--- src/rtl/ddk_data_rx_pkg.sv ---
// Shared definitions for the LPC ingress stage: bus width, synchroniser
// depth default and the FIFO entry layout {cmd, data}.
package ddk_data_rx_pkg;

  // Width of the MCU parallel bus.
  localparam int DDK_DW = 16;

  // Default number of synchroniser flops on each asynchronous input.
  localparam int DDK_SYNC_STG = 2;

  // One FIFO entry: command tag plus data word.
  localparam int DDK_ENT_W = DDK_DW + 1;

  typedef struct packed {
    logic              cmd;   // 1 = command word (DataWe was low)
    logic [DDK_DW-1:0] data;
  } ddk_ent_t;

  // Build a FIFO entry from the synchronised write-enable and data word.
  function automatic ddk_ent_t ddk_make_ent(input logic we, input logic [DDK_DW-1:0] d);
    ddk_ent_t ent;
    ent.cmd  = ~we;
    ent.data = d;
    return ent;
  endfunction

endpackage

--- src/rtl/ddk_data_rx_fifo.sv ---
// Single-clock FIFO for the ingress stage. Pointers carry a wrap bit so
// full and empty are distinguished without a separate counter. The head is
// read straight from the storage flops; there is no fall-through path, so a
// word pushed at an edge becomes visible only after that edge.
module ddk_data_rx_fifo
  import ddk_data_rx_pkg::*;
#(
  parameter int DEPTH = 16,
  parameter int AW    = 4
) (
  input  logic      clk,
  input  logic      rst,
  input  logic      push_i,
  input  ddk_ent_t  push_ent_i,
  input  logic      pop_i,
  output logic      full_o,
  output logic      empty_o,
  output ddk_ent_t  head_o,
  output logic [AW:0] level_o
);

  localparam logic [AW:0] PTR_ONE = (AW + 1)'(1);

  logic [AW:0] wr_ptr_q, wr_ptr_d;
  logic [AW:0] rd_ptr_q, rd_ptr_d;
  ddk_ent_t    mem_q [DEPTH];
  logic        pop_ok;
  logic        push_ok;

  assign empty_o = (wr_ptr_q == rd_ptr_q);
  assign full_o  = (wr_ptr_q[AW-1:0] == rd_ptr_q[AW-1:0]) && (wr_ptr_q[AW] != rd_ptr_q[AW]);

  // A pop on an empty FIFO is ignored; a push into a full FIFO is accepted
  // only when a pop frees the head slot in the same cycle.
  assign pop_ok  = pop_i & ~empty_o;
  assign push_ok = push_i & (~full_o | pop_ok);

  assign head_o  = mem_q[rd_ptr_q[AW-1:0]];
  assign level_o = wr_ptr_q - rd_ptr_q;

  // Next-state pointer arithmetic.
  always_comb begin
    // NOTE: every always_comb output gets a default first so no path leaves it unassigned (no latch).
    wr_ptr_d = wr_ptr_q;
    rd_ptr_d = rd_ptr_q;
    if (push_ok) wr_ptr_d = wr_ptr_q + PTR_ONE;
    if (pop_ok)  rd_ptr_d = rd_ptr_q + PTR_ONE;
  end

  // Pointer registers.
  always_ff @(posedge clk or posedge rst) begin
    // NOTE: sequential state uses non-blocking assignments only, so every flop samples pre-edge values.
    if (rst) begin
      wr_ptr_q <= '0;
      rd_ptr_q <= '0;
    end else begin
      wr_ptr_q <= wr_ptr_d;
      rd_ptr_q <= rd_ptr_d;
    end
  end

  // Storage array; a full push with a pop overwrites the slot being read out.
  always_ff @(posedge clk or posedge rst) begin
    if (rst) begin
      // NOTE: storage is reset on purpose so the head reads zero after reset and stale words never leak.
      for (int i = 0; i < DEPTH; i++) mem_q[i] <= '0;
    end else if (push_ok) begin
      mem_q[wr_ptr_q[AW-1:0]] <= push_ent_i;
    end
  end

endmodule

--- src/rtl/ddk_data_rx.sv ---
// Ingress stage between the LPC parallel bus and ddk_core. Synchronises the
// asynchronous MCU strobe, data and write-enable, detects each DataClk rise
// and pushes one tagged word per rise into a FIFO read by the core over a
// valid/ready stream. Words arriving while the FIFO is full are dropped and
// flagged in a sticky overflow bit.
module ddk_data_rx
  import ddk_data_rx_pkg::*;
#(
  parameter int DEPTH    = 16,
  parameter int AW       = 4,
  parameter int SYNC_STG = DDK_SYNC_STG
) (
  input  logic              clk,
  input  logic              rst,
  input  logic              DataClk,
  input  logic              DataWe,
  input  logic [DDK_DW-1:0] DATA,
  output logic              out_valid,
  input  logic              out_ready,
  output logic [DDK_DW-1:0] out_data,
  output logic              out_cmd,
  output logic [AW:0]       level,
  output logic              overflow,
  input  logic              ovf_clr
);

  // Counter that waits until the synchroniser chain holds real pin samples
  // taken after reset; until then the chain output is only the reset value.
  localparam int                WARM_W    = $clog2(SYNC_STG + 1);
  localparam logic [WARM_W-1:0] WARM_DONE = WARM_W'(SYNC_STG);
  localparam logic [WARM_W-1:0] WARM_ONE  = WARM_W'(1);

  logic [SYNC_STG-1:0] s_dc_q;
  logic [SYNC_STG-1:0] s_we_q;
  logic [DDK_DW-1:0]   s_d_q [SYNC_STG];
  logic                clk_d_q;
  logic [WARM_W-1:0]   warm_q, warm_d;
  logic                armed_q, armed_d;
  logic                ovf_q, ovf_d;

  logic                s_dc_n;
  logic                s_we_n;
  logic [DDK_DW-1:0]   s_d_n;
  logic                warm_done;
  logic                rise;
  logic                pop;
  logic                drop;

  logic                fifo_full;
  logic                fifo_empty;
  ddk_ent_t            fifo_head;

  assign s_dc_n = s_dc_q[SYNC_STG-1];
  assign s_we_n = s_we_q[SYNC_STG-1];
  assign s_d_n  = s_d_q[SYNC_STG-1];

  // Synchroniser chains for the strobe, write-enable and data bus.
  always_ff @(posedge clk or posedge rst) begin
    if (rst) begin
      s_dc_q <= '0;
      s_we_q <= '0;
      for (int i = 0; i < SYNC_STG; i++) s_d_q[i] <= '0;
    end else begin
      s_dc_q   <= {s_dc_q[SYNC_STG-2:0], DataClk};
      s_we_q   <= {s_we_q[SYNC_STG-2:0], DataWe};
      s_d_q[0] <= DATA;
      for (int i = 1; i < SYNC_STG; i++) s_d_q[i] <= s_d_q[i-1];
    end
  end

  // Warm-up count, arming and sticky overflow next-state logic.
  always_comb begin
    warm_d = warm_q;
    if (warm_q != WARM_DONE) warm_d = warm_q + WARM_ONE;

    // Arm only once a genuine low strobe level has been seen after reset,
    // so a strobe held high across reset release never produces a push.
    armed_d = armed_q | (warm_done & ~s_dc_n);

    // A drop in the same cycle as a clear wins, so no loss goes unreported.
    ovf_d = ovf_q;
    if (drop)         ovf_d = 1'b1;
    else if (ovf_clr) ovf_d = 1'b0;
  end

  // Edge-detector history, arming, warm-up and overflow registers.
  always_ff @(posedge clk or posedge rst) begin
    if (rst) begin
      clk_d_q <= 1'b0;
      warm_q  <= '0;
      armed_q <= 1'b0;
      ovf_q   <= 1'b0;
    end else begin
      clk_d_q <= s_dc_n;
      warm_q  <= warm_d;
      armed_q <= armed_d;
      ovf_q   <= ovf_d;
    end
  end

  assign warm_done = (warm_q == WARM_DONE);
  assign rise      = s_dc_n & ~clk_d_q & armed_q;
  assign pop       = out_valid & out_ready;
  assign drop      = rise & fifo_full & ~pop;

  ddk_data_rx_fifo #(
    .DEPTH (DEPTH),
    .AW    (AW)
  ) u_fifo (
    .clk        (clk),
    .rst        (rst),
    .push_i     (rise),
    .push_ent_i (ddk_make_ent(s_we_n, s_d_n)),
    .pop_i      (out_ready),
    .full_o     (fifo_full),
    .empty_o    (fifo_empty),
    .head_o     (fifo_head),
    .level_o    (level)
  );

  assign out_valid = ~fifo_empty;
  assign out_data  = fifo_head.data;
  assign out_cmd   = fifo_head.cmd;
  assign overflow  = ovf_q;

endmodule
--- config.mk ---
export PLATFORM = sky130hd
export DESIGN_NAME = ddk_data_rx
export DESIGN_NICKNAME = d
export VERILOG_FILES = /design/src/rtl/ddk_data_rx_pkg.sv /design/src/rtl/ddk_data_rx_fifo.sv /design/src/rtl/ddk_data_rx.sv
export SDC_FILE = /design/constraint.sdc
export NUM_CORES = 1
export LEC_CHECK = 0
export ABC_AREA = 1
export CORE_MARGIN = 5
export CORE_UTILIZATION = 63
export CTS_CLUSTER_DIAMETER = 150
export DETAILED_ROUTE_END_ITERATION = 6
export GPL_TIMING_DRIVEN = 0
export PLACE_DENSITY = 0.81
export REMOVE_ABC_BUFFERS = 1
export SLEW_MARGIN = 20
export SYNTH_ARGS = -nofsm -noshare
export SYNTH_HDL_FRONTEND = slang
export SYNTH_HIERARCHICAL = 1
export SYNTH_SLANG_ARGS = --single-unit
--- constraint.sdc ---
create_clock -name clk -period 12.5 [get_ports clk]
set_input_delay 2.5 -clock clk [delete_from_list [all_inputs] [get_ports clk]]
set_output_delay 2.5 -clock clk [all_outputs]
set_load 0.01 [all_outputs]
==> impl_metrics.csv <==
group,metric,value,unit
die,start_util,64.18,%
min_path,hp-class,"flip-flop to flip-flop",
detailed_routing,vias,15470,
clocking,cts_tree,"yes",
timing,maxSlewViolCount,0,
worst_setup_path,r2r_cells,11,
synth,postSynthAreaPerCell,7.558,sq um
worst_setup_path,cp.required,10.00,ns
worst_setup_path,rr_startpoint,"u_fifo/rd_ptr_q[2]",
placed_design,hpwl,27.29,mm
die,rows,60,
detailed_routing,via_per_inst,6.003,
worst_setup_path,crit_type,"flip-flop to output pin",
clocking,cts_hold_buf,0,
power,p_sw_share,41.04,%
synth,ys.flop_type,"dfrtp_1",
min_path,holdPathStages,0,
synth,ys_warn_count,6,
status,status,"finished clean",
cells_and_area,nFillCells,2092,
global_routing,antenna_found_initial,1,
die,die_h,175.9,um
worst_setup_path,worstPathArrival,4.36,ns
die,die_width,175.9,um
synth,postSynthCellCount,2295,
detailed_routing,wirelength,48.24,mm
clocking,cts-root-buf,"clkbuf_16",
global_routing,met2_usage,49.93,%
run,drv_cap,0,
timing,clock_skew,0.007611,ns
clocking,post_cts_buffers,0,
global_routing,grt_use_met1,41.64,%
timing,timing.slew.headroom,22.25,%
power,p_sw,1.873,mW
worst_setup_path,critPathLaunchType,"flip-flop",
synth,synth_seq_cells,323,
worst_setup_path,worstSetupStartpoint,"u_fifo/rd_ptr_q[2]",
detailed_routing,wl_per_cell,18.72,um
synth,seq_area_frac_synth,46.60,%
clocking,clock_sinks,323,
die,core,0.02703,sq mm
die,die-area,0.03095,sq mm
worst_setup_path,worstPathMaxFanout,23,
cells_and_area,mostFrequentLayoutCell,"nand2_1",
timing,finalSetupViolations,0,
synth,synth.distinct_cells,28,
detailed_routing,drtIter0Drc,2038,
cells_and_area,syn2layout_area_growth,9.276,%
power,p_int,2.690,mW
cells_and_area,layout_common_cells,"nand2_1 (891), dfrtp_1 (321), inv_1 (274)",
timing,hold_viol_final,0,
timing,tightestPinTransition,1.166,ns
global_routing,grt_usage,31.26,%
worst_setup_path,cpPeakStageDelay,1.12,ns
global_routing,grt_pass1_wl,78.22,mm
worst_setup_path,path_cells,"clkinv_1 > ha_1 > a21oi_1 > nand2_1 > xor2_1 > clkdlybuf4s50_1",
global_routing,grt_pass1_vias,15010,
clocking,clkLatencyLatePin,0.51,ns
power,leakage,9.933,nW
detailed_routing,detail-route-antenna-nets,0,
timing,rsz0062_at_grt,"false",
synth,synth_area,0.01735,sq mm
timing,fmaxAchievable,145.8,MHz
cells_and_area,nNetsFinal,2245,
power,ir_worst_vdd,0.1307,mV
worst_setup_path,worst_path_max_delay_cell,"dfrtp_1",
placed_design,place.gp.congestion,0.8133,
timing,hold_ws,0.3468,ns
timing,fin_setup_tns,0,ns
clocking,clk_pin_slew_worst_paths,0.06,ns
global_routing,grt_use_met3,5.974,%
clocking,htreeDepth,2,
power,p_clk_share,22.8,%
clocking,cts_resized,0,
global_routing,grt-ovfl-total,0,
cells_and_area,num_antenna_cells,0,
placed_design,numPortBuffers,45,
synth,synth-edff-count,0,
detailed_routing,dr.pass1.iters,5,
detailed_routing,drc,0,
global_routing,busiest_layer,"met2",
synth,postSynth.asyncResetShare,100.0,%
power,seq_power_share,35.9,%
timing,post-route-min-period,6.860,ns
power,comb_power_share,41.4,%
clocking,cts_buffer_depth,3,
clocking,cts-buffers-inserted,36,
cells_and_area,drive_above_1_share,9.571,%
worst_setup_path,critPathCaptureType,"output pin",
timing,fin_crit_sh,54.88,%
global_routing,grt_max_degree,134,
power,power.density,240.7,mW/mm^2
die,io_pins,46,
min_path,min-delay-start,"s_d_q[24]",
power groups by stage:
| stage | registers (mW) | logic [mW] | clock network [mW] |
|---|---|---|---|
| final | 1.64 | 1.89 | 1.04 |
| after global routing | 1.67 | 2.10 | 1.10 |
| after CTS | 1.63 | 1.87 | 1.05 |
| after detailed placement | 1.64 | 1.85 | 0 |
| after global placement | 1.70 | 1.76 | 0 |
| after floorplan | 1.60 | 1.23 | 0 |
per-stage QoR:
step	setup slack [ns]	std cells	area (sq um)	utilization, %	power, mW
floorplan	2.221	2113	16470	-	2.831
global placement	-1.420	2499	17340	64.18	3.464
detailed placement	6.333	2515	17790	65.82	3.490
CTS	5.810	2577	18950	70.13	4.550
global route	5.600	2577	18950	70.13	4.872
finish	5.640	2577	18950	70.13	4.563
cell usage after synthesis, types with 3 or more instances:
master	n	area [sq um]
o21ai_0	6	30.03
nand3_2	3	30.03
dfrtp_1	323	8083
nand2_2	96	600.6
ha_1	10	125.1
buf_8	10	150.1
xor2_1	8	70.07
nand3_4	14	245.2
nand4_1	272	1702
buf_2	44	220.2
a21oi_1	3	15.01
nand2_1	891	3344
inv_2	5	18.77
clkbuf_1	94	352.8
xnor2_1	3	26.28
buf_1	31	116.4
inv_1	278	1044
nand3_1	175	875.8
nor2_4	17	191.4
kinds of logic after synthesis:
family | synth area share [%]
AND/OR/NAND/NOR | 40.43
buffers and inverters | 11.23
flip-flops | 46.60
AO/OA/AOI/OAI | 0.3462
XOR/XNOR | 0.5555
adder cells (fa/ha/maj) | 0.8368
worst max-delay path: cells and delay by family, from the launching register on:
family	cells	cell delay [ns]
fa+ha+maj	1	0.69
flops	1	1.12
simple gates	1	0.08
compound gates	1	0.20
buf+inv	2	1.60
xor+xnor	1	0.15
area by class of cell:
| class | instances | area [sq um] | share of cell area, % |
|---|---|---|---|
| clock buffer | 52 | 1062 | 5.604 |
| clock inverter | 10 | 102.6 | 0.5413 |
| inverter | 285 | 1095 | 5.776 |
| multi-input combinational | 1505 | 7325 | 38.64 |
| sequential | 323 | 8090 | 42.68 |
| tap | 341 | 426.7 | 2.251 |
| timing repair buffer | 61 | 853.3 | 4.502 |
per-layer routing:
metal,share of wire [%],wire length (um)
met5,0.017,8
met2,47,22530
met1,39,18830
met4,4.7,2270
met3,9.5,4591
state kept, by name (all words and copies together) (netlist names):
register,flops
overflow,1
s_we_q,2
u_fifo/mem_q,272
s_d_n,16
s_d_q,16
clk_d_q,1
warm_q,2
u_fifo/rd_ptr_q,5
u_fifo/wr_ptr_q,5
s_dc_q,2
armed_q,1
final timing paths:
path,to,slack (ns)
max,level[3],5.64
min,s_d_n[8],0.35
max reg2reg,u_fifo/mem_q[260],7.25
min reg2reg,s_d_n[8],0.35
max in group asynchronous,u_fifo/mem_q[175],8.52
min in group asynchronous,u_fifo/mem_q[76],2.42
(Power assumes the default switching activity.)
